$ cat src/rtl/inst_fetch_unit.sv
// Instruction fetch front end: one outstanding memory request, a 1-entry skid
// buffer behind the output register, and squash-on-branch with a DROP state.
module inst_fetch_unit (
   input  logic        clk,
   input  logic        rst,
   input  logic        freeze,
   input  logic        branchTaken,
   input  logic [31:0] branchAddr,
   output logic        imemReq,
   output logic [31:0] imemAddr,
   input  logic        imemAck,
   input  logic [31:0] imemData,
   output logic [31:0] instruction,
   output logic [31:0] pc,
   output logic        instValid
);

   typedef enum logic [1:0] {
      S_REQ  = 2'd0,
      S_HOLD = 2'd1,
      S_DROP = 2'd2
   } state_t;

   state_t      state, state_next;
   logic [31:0] fa, fa_inc, drop_addr, branch_target;
   logic [31:0] skid_data, skid_pc;
   logic        skid_valid;
   logic        consume, accept, out_free, load_out, load_skid, skid_pop;

   assign branch_target = {branchAddr[31:2], 2'b00};
   assign fa_inc        = fa + 32'd4;
   assign consume       = instValid & ~freeze;
   assign accept        = (state == S_REQ) & imemAck & ~branchTaken;
   assign out_free      = (~instValid | consume) & ~skid_valid;
   assign load_out      = accept & out_free;
   assign load_skid     = accept & ~out_free;
   assign skid_pop      = consume & skid_valid;

   // DROP keeps presenting the squashed request's address until its ack returns.
   assign imemReq  = (state != S_HOLD);
   assign imemAddr = (state == S_DROP) ? drop_addr : fa;

   always_comb begin
      // NOTE: default assigned first so every path drives state_next (no latch).
      state_next = state;
      case (state)
         S_REQ: begin
            if (branchTaken)    state_next = imemAck ? S_REQ : S_DROP;
            else if (load_skid) state_next = S_HOLD;
         end
         S_HOLD: if (branchTaken || skid_pop) state_next = S_REQ;
         S_DROP: if (imemAck) state_next = S_REQ;
         default: state_next = S_REQ;
      endcase
   end

   // NOTE: sequential state uses non-blocking assignments so all registers
   // sample pre-edge values regardless of block ordering.
   always_ff @(posedge clk or posedge rst) begin
      if (rst) state <= S_REQ;
      else     state <= state_next;
   end

   always_ff @(posedge clk or posedge rst) begin
      if (rst) begin
         fa        <= 32'd0;
         drop_addr <= 32'd0;
      end else if (branchTaken) begin
         fa <= branch_target;
         if (state == S_REQ && !imemAck) drop_addr <= fa;
      end else if (accept) begin
         fa <= fa_inc;
      end
   end

   always_ff @(posedge clk or posedge rst) begin
      if (rst)              skid_valid <= 1'b0;
      else if (branchTaken) skid_valid <= 1'b0;
      else                  skid_valid <= load_skid | (skid_valid & ~consume);
   end

   // NOTE: skid payload has no reset; skid_valid alone qualifies it.
   always_ff @(posedge clk) begin
      if (load_skid) begin
         skid_data <= imemData;
         skid_pc   <= fa_inc;
      end
   end

   always_ff @(posedge clk or posedge rst) begin
      if (rst) begin
         instruction <= 32'd0;
         pc          <= 32'd0;
         instValid   <= 1'b0;
      end else if (branchTaken) begin
         instValid <= 1'b0;
      end else if (skid_pop) begin
         instruction <= skid_data;
         pc          <= skid_pc;
         instValid   <= 1'b1;
      end else if (load_out) begin
         instruction <= imemData;
         pc          <= fa_inc;
         instValid   <= 1'b1;
      end else if (consume) begin
         instValid <= 1'b0;
      end
   end

endmodule

$ cat config.mk
export PLATFORM = sky130hd
export DESIGN_NAME = inst_fetch_unit
export DESIGN_NICKNAME = d
export VERILOG_FILES = /design/src/rtl/inst_fetch_unit.sv
export SDC_FILE = /design/constraint.sdc
export NUM_CORES = 1
export LEC_CHECK = 0
export BUFFER_PORTS_ARGS = -buffer_cell sky130_fd_sc_hd__buf_2
export CORE_ASPECT_RATIO = 0.8
export CORE_MARGIN = 1.5
export CORE_UTILIZATION = 60
export DETAILED_ROUTE_END_ITERATION = 7
export PLACE_DENSITY = 0.84
export SLEW_MARGIN = 20
export SYNTH_ARGS = -nofsm -noshare
export SYNTH_HDL_FRONTEND = slang
export SYNTH_SLANG_ARGS = --single-unit
export TNS_END_PERCENT = 30
$ cat constraint.sdc
create_clock -name clk -period 10.2 [get_ports clk]
set_clock_uncertainty 0.1 [all_clocks]
set_input_delay 2.04 -clock clk [delete_from_list [all_inputs] [get_ports clk]]
set_output_delay 2.04 -clock clk [all_outputs]
set_load 0.01 [all_outputs]
==> results.txt <==
status: completed
nets: 1,008
Hold Path Class: reg -> reg
Final min period: 4.173 ns
Die ar.: 0.01541 mm2
synth unique cells: 55
Least-Margin Pin Slew: 1.071 ns
Synth Instances: 815
first-pass GRT wire length: 34,410 um
CP Cell Sequence: nor2b_2 > buf_4 > mux2_2 > buf_2
vias in the first global route: 6,601
post-CTS setup repair buffer count: 0
Max Cap Viol: 0
# setup viols final: 0
multi-input logic area: 0.003500 mm2
final WL: 21,330 um
clock-pin slew on the worst setup and hold paths: 0.07 ns
f_max: 239.7 MHz
GRT Util Overall: 0.2856
drt first pass iters: 8
Rel. slew slack: 0.2857
total core area: 0.01430 mm2
post-synthesis register bit count: 188
Top Ports: 167
Root Driver: clkbuf_16
Final Max Slew Viols: 0
R2R setup slack: 7.15 ns
Worst EP required: 8.06 ns
H-Tree Depth: 4
Seq/Total Area, Yosys: 0.5696
Post-CTS Resized: 0
Lkg Pwr: 0.004315 uW
Fin. Hold Viols: 0
Final ANT Viol Nets: 0
Synthesis Warnings: 0
vias: 6,815
IO Port Bufs: 160
grt ovf: 0
share of layout cells above drive strength 1: 0.3039
WL per Instance: 18.78 um
FFs w/ async S/R, synth: 0.6702
dpl hpwl: 13,840 um
cell area after layout: 0.01025 mm2
Fillers: 1,016
CP top delay family: buffers and inverters
Worst-Skew Late Latency: 0.44 ns
Peak VDD IR: 152.4 uV
max incr delay on CP: 0.44 ns
Final GP Congestion: 0.9319
Seq. cell area: 0.005015 mm2
Worst setup EP type: output port
Die W: 138.4 um
Die H: 111.3 um
TritonCTS buffer count: 17
CTS tree: done
worst path bufs/invs: 2
Bufs on Longest Clock Path: 2
Tcrit/Tclk final: 0.4091
RSZ-0062 raised after global routing: no
number of flops mapped to enable cells by yosys: 62
hold_buf cts: 0
CP startpoint kind: flop
synthesized area per cell: 10.80 um2
setup TNS: 0 ns
Pwr Density: 203.3 mW/mm2
# rows: 39
CP Max Fanout: 35
largest net degree at the start of global routing: 89
DP Area: 0.009646 mm2
Post-Syn Area: 0.008803 mm2
clk sinks: 188
Crit Path Category: reg -> out
1st-iter DRT viols: 616
vias per cell: 5.999
initial antenna violation count: 0
worst endpoint data arrival time: 2.03 ns
slowest cell on the critical path: dfrtp_1
ys flop type: dfrtp_1
Initial Util: 0.6157
# DRC: 0
synthesis-to-finish area growth: 16.44%
==> area by class of cell <==
type | count | area share
clock inverter | 15 | 0.01733
inverter | 8 | 0.003173
timing repair buffer | 169 | 0.08471
antenna | 1 | 0.0002441
multi-input combinational | 554 | 0.3414
sequential | 188 | 0.4892
tap | 184 | 0.02246
clock buffer | 17 | 0.04150
==> state kept, by name (all words and copies together), names as in the netlist <==
register	flops
drop_addr	30
instValid	1
skid_pc	30
skid_valid	1
fa	30
pc	30
skid_data	32
state	2
instruction	32
==> report_power, final <==
part / leakage, uW / total (uW) / internal (uW) / switching (uW)
clock network: 0.000287 / 680 / 370 / 310
registers: 0.00207 / 988 / 901 / 86.8
logic: 0.00195 / 415 / 187 / 228
==> final timing paths <==
check,start,endpoint,cells after the start
worst max-delay path,state[1],imemAddr[29],4
max in group asynchronous,rst,drop_addr[7],3
worst max register to register,fa[2],pc[30],6
worst min-delay path,pc[10],pc[10],2
worst min register to register,pc[10],pc[10],2
min in group asynchronous,rst,instruction[25],2
==> per-layer routing <==
| layer | vias up | GRT usage | part of all wire |
|---|---|---|---|
| met1 | 3273 | 0.4041 | 0.42 |
| met4 | 0 | 0.1039 | 0.024 |
| met2 | 373 | 0.4368 | 0.46 |
| met3 | 55 | 0.06796 | 0.099 |
| li1 | 3114 | - | - |
| met5 | - | 0 | 0 |
==> Yosys cell counts (5+ instances only) <==
cell / n / area [um2]
nand2_1: 142 / 533.0
dfrtp_1: 126 / 3153
edfxtp_1: 62 / 1862
o21ai_0: 57 / 285.3
mux2_2: 56 / 630.6
nor2_1: 56 / 210.2
clkbuf_1: 45 / 168.9
a31oi_1: 34 / 212.7
xnor2_1: 25 / 219.0
xor2_1: 22 / 192.7
nor3_1: 19 / 95.09
o21ai_1: 19 / 95.09
buf_2: 13 / 65.06
nand3_1: 11 / 55.05
nand4_1: 10 / 62.56
nor4_1: 10 / 62.56
nor4_2: 9 / 112.6
or2_2: 9 / 56.30
inv_1: 8 / 30.03
and3_1: 6 / 37.54
a21boi_0: 5 / 37.54
a221o_1: 5 / 50.05
and4_1: 5 / 43.79
buf_4: 5 / 37.54
mux2i_1: 5 / 50.05
==> worst reg2reg max path, stage by stage, from the launching register on <==
cell and delay [ns]:
dfrtp_1 0.50, ha_1 0.26, nand3_1 0.40, or4_4 0.78, nor4_2 0.37, xor2_1 0.18
a221o_1 0.35
==> cells in the final DEF, fill, tap and decap left out, types with 10 or more instances in the layout <==
master,count
o21ai_0,57
mux2_2,56
nor4_1,10
nand3_1,11
xor2_1,22
nand2_1,142
dfrtp_1,126
a31oi_1,34
o21ai_1,19
nand4_1,10
nor2_1,54
xnor2_1,25
buf_2,160
clkbuf_16,17
edfxtp_1,62
nor3_1,19
==> logic make-up after synthesis <==
logic type,share of synthesized area
AND/OR/NAND/NOR,0.1728
other,0.0004260
multiplexers,0.07732
buffers and inverters,0.03809
adder cells (fa/ha/maj),0.001421
XOR/XNOR,0.04676
AO/OA/AOI/OAI,0.09352
flip-flops,0.5696
==> per-stage QoR <==
step | hold WS [ns] | cells | worst slack [ns] | total power (uW) | utilization
final | 0.3803 | 1136 | 6.027 | 2084 | 0.7170
after global placement | 0.3567 | 1103 | 5.783 | 1393 | 0.6746
after floorplan | 0.3750 | 818 | 4.269 | 1239 | -
after detailed placement | 0.3661 | 1103 | 5.731 | 1413 | 0.6746
after global routing | 0.4095 | 1135 | 5.947 | 2169 | 0.7168
after CTS | 0.3841 | 1135 | 6.028 | 2088 | 0.7168
Note: power is estimated with default switching activity, not from simulation.
